**src/rtl/arith_sched_pkg.sv**
```systemverilog
// Shared definitions for the two-domain arithmetic scheduler: opcodes, FSM states, domain ids.
// The optional scrub state is only entered when VC_ARITH_SCRUB_EN is defined.
package arith_sched_pkg;

    localparam logic [2:0] OP_ADD = 3'd0;
    localparam logic [2:0] OP_SUB = 3'd1;
    localparam logic [2:0] OP_SLL = 3'd2;
    localparam logic [2:0] OP_SRL = 3'd3;
    localparam logic [2:0] OP_EQ  = 3'd4;
    localparam logic [2:0] OP_GT  = 3'd5;
    localparam logic [2:0] OP_GEQ = 3'd6;

    typedef enum logic [1:0] {
        ST_IDLE  = 2'd0,
        ST_EXEC  = 2'd1,
        ST_RESP  = 2'd2,
        ST_SCRUB = 2'd3
    } state_t;

    localparam logic DOMAIN_NS = 1'b0;
    localparam logic DOMAIN_S  = 1'b1;

endpackage

```
**src/rtl/arith_sched_alu.sv**
```systemverilog
// Combinational opcode decode and datapath for the shared arithmetic unit.
// Adder, subtractor, shifter and comparator are computed in parallel and muxed by opcode.
module arith_sched_alu
    import arith_sched_pkg::*;
#(
    parameter int p_nbits       = 32,
    parameter int p_shamt_nbits = 5
) (
    input  logic [2:0]         op,
    input  logic [p_nbits-1:0] in0,
    input  logic [p_nbits-1:0] in1,
    output logic [p_nbits-1:0] result
);

    logic [p_nbits-1:0]       sum;
    logic [p_nbits-1:0]       diff;
    logic [p_nbits-1:0]       sll;
    logic [p_nbits-1:0]       srl;
    logic [p_shamt_nbits-1:0] shamt;
    logic                     eq;
    logic                     gt;

    assign shamt = in1[p_shamt_nbits-1:0];
    assign sum   = in0 + in1;
    assign diff  = in0 - in1;
    assign sll   = in0 << shamt;
    assign srl   = in0 >> shamt;
    assign eq    = (in0 == in1);
    assign gt    = (in0 > in1);

    always_comb begin
        result = '0;
        case (op)
            OP_ADD:  result = sum;
            OP_SUB:  result = diff;
            OP_SLL:  result = sll;
            OP_SRL:  result = srl;
            OP_EQ:   result = {{(p_nbits-1){1'b0}}, eq};
            OP_GT:   result = {{(p_nbits-1){1'b0}}, gt};
            OP_GEQ:  result = {{(p_nbits-1){1'b0}}, gt | eq};
            default: result = '0;
        endcase
    end

endmodule

```
**src/rtl/arith_unit_sched.sv**
```systemverilog
// Round-robin scheduler sharing one arithmetic unit between the non-secure (0) and secure (1) domains.
// VC_ARITH_SCRUB_EN adds a SCRUB cycle after each response that clears operands and result.
module arith_unit_sched
    import arith_sched_pkg::*;
#(
    parameter int p_nbits       = 32,
    parameter int p_shamt_nbits = 5
) (
    input  logic               clk,
    input  logic               reset_n,
    input  logic               req0_val,
    output logic               req0_rdy,
    input  logic [2:0]         req0_op,
    input  logic [p_nbits-1:0] req0_in0,
    input  logic [p_nbits-1:0] req0_in1,
    input  logic               req1_val,
    output logic               req1_rdy,
    input  logic [2:0]         req1_op,
    input  logic [p_nbits-1:0] req1_in0,
    input  logic [p_nbits-1:0] req1_in1,
    output logic               resp0_val,
    input  logic               resp0_rdy,
    output logic [p_nbits-1:0] resp0_data,
    output logic               resp1_val,
    input  logic               resp1_rdy,
    output logic [p_nbits-1:0] resp1_data,
    output logic               cur_domain,
    output logic               busy,
    output logic [1:0]         dbg_state
);

    // Handshake: a transfer fires on a rising clk edge where val and rdy are both high.
    // Requesters hold val (and payload) until they see rdy; the response port holds val and data until rdy.

    state_t             state;
    logic               last_grant;
    logic [2:0]         op_reg;
    logic [p_nbits-1:0] in0_reg;
    logic [p_nbits-1:0] in1_reg;
    logic [p_nbits-1:0] result_reg;
    logic [p_nbits-1:0] alu_result;
    logic               idle;
    logic               resp_fire;

    assign idle = reset_n && (state == ST_IDLE);

    // Round-robin: a lone requester always wins; on contention the one not granted last wins.
    assign req0_rdy = idle && req0_val && (!req1_val || last_grant);
    assign req1_rdy = idle && req1_val && (!req0_val || !last_grant);

    assign resp0_val  = (state == ST_RESP) && (cur_domain == DOMAIN_NS);
    assign resp1_val  = (state == ST_RESP) && (cur_domain == DOMAIN_S);
    assign resp0_data = resp0_val ? result_reg : '0;
    assign resp1_data = resp1_val ? result_reg : '0;
    assign resp_fire  = (resp0_val && resp0_rdy) || (resp1_val && resp1_rdy);

    assign busy      = (state != ST_IDLE);
    assign dbg_state = state;

    arith_sched_alu #(
        .p_nbits       (p_nbits),
        .p_shamt_nbits (p_shamt_nbits)
    ) u_alu (
        .op     (op_reg),
        .in0    (in0_reg),
        .in1    (in1_reg),
        .result (alu_result)
    );

    // cur_domain doubles as the owner of the in-flight operation.
    always_ff @(posedge clk or negedge reset_n) begin
        if (!reset_n) begin
            state      <= ST_IDLE;
            last_grant <= 1'b1;
            cur_domain <= DOMAIN_NS;
            op_reg     <= '0;
            in0_reg    <= '0;
            in1_reg    <= '0;
            result_reg <= '0;
        end else begin
            case (state)
                ST_IDLE: begin
                    if (req1_rdy) begin
                        op_reg     <= req1_op;
                        in0_reg    <= req1_in0;
                        in1_reg    <= req1_in1;
                        cur_domain <= DOMAIN_S;
                        last_grant <= 1'b1;
                        state      <= ST_EXEC;
                    end else if (req0_rdy) begin
                        op_reg     <= req0_op;
                        in0_reg    <= req0_in0;
                        in1_reg    <= req0_in1;
                        cur_domain <= DOMAIN_NS;
                        last_grant <= 1'b0;
                        state      <= ST_EXEC;
                    end
                end
                ST_EXEC: begin
                    result_reg <= alu_result;
                    state      <= ST_RESP;
                end
                ST_RESP: begin
                    if (resp_fire) begin
                        cur_domain <= DOMAIN_NS;
`ifdef VC_ARITH_SCRUB_EN
                        op_reg     <= '0;
                        in0_reg    <= '0;
                        in1_reg    <= '0;
                        result_reg <= '0;
                        state      <= ST_SCRUB;
`else
                        state      <= ST_IDLE;
`endif
                    end
                end
                default: begin
                    state <= ST_IDLE;
                end
            endcase
        end
    end

endmodule

```
**config.mk**
```make
export PLATFORM = sky130hd
export DESIGN_NAME = arith_unit_sched
export DESIGN_NICKNAME = d
export VERILOG_FILES = /design/src/rtl/arith_sched_pkg.sv /design/src/rtl/arith_sched_alu.sv /design/src/rtl/arith_unit_sched.sv
export SDC_FILE = /design/constraint.sdc
export NUM_CORES = 1
export LEC_CHECK = 0
export ABC_AREA = 0
export CAP_MARGIN = 20
export CORE_UTILIZATION = 30
export CTS_CLUSTER_SIZE = 25
export DETAILED_ROUTE_END_ITERATION = 8
export GPL_ROUTABILITY_DRIVEN = 0
export GPL_TIMING_DRIVEN = 0
export PLACE_DENSITY = 0.55
export SYNTH_ARGS = -nofsm -noshare
export SYNTH_HDL_FRONTEND = slang
export SYNTH_SLANG_ARGS = --single-unit
export TNS_END_PERCENT = 30
```
**constraint.sdc**
```tcl
create_clock -name clk -period 3.8 [get_ports clk]
set_clock_uncertainty 0.05 [all_clocks]
set_input_delay 0.76 -clock clk [delete_from_list [all_inputs] [get_ports clk]]
set_output_delay 0.76 -clock clk [all_outputs]
set_load 0.01 [all_outputs]
```
==> results.ini <==
[clock_network]
cts_num_sinks=103
cts-hold-fix-buffers=0
htree_levels=3
insertion_delay_ns=0.38
cts.clk_slew.worst_paths_ns=0.08
cts_max_path_buffers=2
cts_tree=yes
root_buffer=clkbuf_16
numCtsBuffers=9

[synthesis]
yosysSeqAreaShare=0.219
synth_fp_nets=1824
avgSynthCellArea_um2=7.28
ys_warn_count=0
synthArstFlopShare=1.00
ys_seq_elements=103
syn-cell-area_um2=11800
yosys_most_used_dff=dfrtp_1
ys_types=76
syn_inst=1618
synth-edff-count=0

[detailed_routing]
firstDrtPassIters=9
vias=13500
wl_per_cell_um=22.0
wl_mm=52.0
drtIter0Drc=1457
postRouteAntennaNets=0
drcViolationCount=0
via_per_inst=5.72

[final_layout]
antenna_cells=0
final_net_count=2049
layout_commonest_cell=nand2_1
fillers=3999
drive_above_1_share=0.0828
syn_to_final_growth_pct=28.5
finalNonFillerCells=2366
regArea_um2=2580
fin_util=0.392
final_cell_mix=nand2_1, nor2_1, clkdlybuf4s50_1
multi_input_area_um2=8590

[die]
core_um2=38600
design.die.area_um2=40000
start_util=0.305
ios=212
die_h_um=200
num_rows=72
fp.dieW_um=200

[grt]
grt_pass1_vias=13200
grt_first_pass_wirelength_mm=80.2
gr-total-overflow=0
grt_usage=0.257
antenna_found_initial=0
grt_max_degree=55

[critical_path]
r2r_start=in1_reg[1]$_DFFE_PN0P_
crit_start=in1_reg[1]$_DFFE_PN0P_
rrSetupSlack_ns=-0.03
reg2regPathDepth=13
worstSetupPathType=register to register
end_kind=register
worstPathMaxFanout=10
crit_end=result_reg[22]$_DFFE_PN0N_
cp.required_ns=3.99
startpoint_type=register
cp_data_arrival_time_ns=4.02
r2r_end=result_reg[22]$_DFFE_PN0N_

[timing]
hold_violations=0
worst-slew-pin-transition_ns=0.920
slew-limit-headroom=0.387
setup_viol=1
min_period_ns=3.83
max_clock_freq_ghz=0.261
whs_ns=0.192
rsz0062_at_grt=true
slew_violations=0
period_share=1.01
setup_slack_ns=-0.0341
setup_tns_ns=-0.0341

[worst_hold_path]
hp-class=primary input to async pin

[run]
maxCapViolations=0

[place]
place_inst=2348
io_buffers=211
post-dp-hpwl_mm=41.8

[run_status]
status=finished with violations
violations=negative setup slack

## area by class of cell
| cell class | instances | area share |
|---|---|---|
| Clock buffer | 14 | 0.0181 |
| Multi-Input combinational cell | 1329 | 0.568 |
| Sequential cell | 103 | 0.171 |
| Tap cell | 518 | 0.0428 |
| Inverter | 65 | 0.0169 |
| Clock inverter | 2 | 0.00107 |
| Timing Repair Buffer | 220 | 0.146 |
| Buffer | 115 | 0.0366 |
## per-layer routing
| layer | share of wire | wire (um) | global-route usage |
|---|---|---|---|
| met3 | 0.098 | 5110 | 0.0581 |
| met4 | 0.039 | 2050 | 0.0931 |
| met5 | 0 | 0 | 0 |
| met1 | 0.43 | 22500 | 0.352 |
| met2 | 0.43 | 22300 | 0.394 |
## worst min-delay path by stage
stage | depth (start not counted) | slack, ns | to
after global placement | 2 | 0.40 | last_grant$_DFFE_PN1P_
after global routing | 1 | 0.21 | result_reg[2]$_DFFE_PN0N_
after floorplan | 2 | 0.40 | last_grant$_DFFE_PN1P_
after detailed placement | 2 | 0.41 | last_grant$_DFFE_PN1P_
after CTS | 1 | 0.21 | result_reg[2]$_DFFE_PN0N_
final | 1 | 0.19 | result_reg[7]$_DFFE_PN0N_
## cells in the mapped netlist, drive strengths merged (6+ instances only)
cell      n  area, um^2
and2     67         419
nor4      9        56.3
dfrtp   102        2550
a221oi    7        61.3
buf      37         183
or3       7        43.8
or2       8        50.1
o22ai    16         100
ha       64         801
inv      63         236
nand2   248         931
xnor2    19         166
a21o     21         158
nand2b   11        68.8
o31ai    10        75.1
a31oi    86         538
clkbuf   84         315
a21oi   119         603
nand4     7        43.8
a211oi   18         135
mux2i    63         631
a22oi    10        75.1
nor2    212         796
nor3     20         105
nand3    28         140
mux2     31         349
xor2      6        52.6
o21bai   13        97.6
o21ai    90         450
o211ai   15         113
mux4     22         495
o221ai   13         114
nor2b    11        68.8
a22o      9        78.8
## stage by stage
| stage | area (um^2) | setup slack, ns |
|---|---|---|
| CTS | 15100 | 0.00572 |
| global placement | 14500 | -5.27 |
| global route | 15100 | -0.0817 |
| floorplan | 11800 | 0.00921 |
| finish | 15100 | -0.0341 |
| detailed placement | 14600 | -1.18 |
## timing repair
item,CTS,global route
pin swaps,10,5
gates resized for setup,50,16
buffers inserted,7,0
setup endpoints to repair,30,19
## worst max-delay path: stages (launching register included)
cell	delay (ns)
dfrtp_2	0.38
buf_8	0.17
buf_12	0.12
buf_8	0.15
inv_1	0.09
fa_1	0.44
a21oi_1	0.17
o211ai_1	0.19
a221oi_1	0.42
nor4b_1	0.63
o31ai_1	0.24
mux2i_1	0.21
xnor2_1	0.25
o221ai_1	0.19
## logic make-up (layout without fill, tap and decap cells)
family          after synthesis  count (layout)  share of synthesized area
flops                       103             103                      0.219
compound gates              475             475                      0.259
simple gates                647             647                      0.244
mux                         116             116                      0.125
fa+ha+maj                    66              66                     0.0714
buf+inv                     186             416                     0.0630
xor+xnor                     25              25                     0.0186
Power is left out: the tool's default activity adds up to more than one toggle a clock period on the data nets, which glitch-free logic cannot reach.
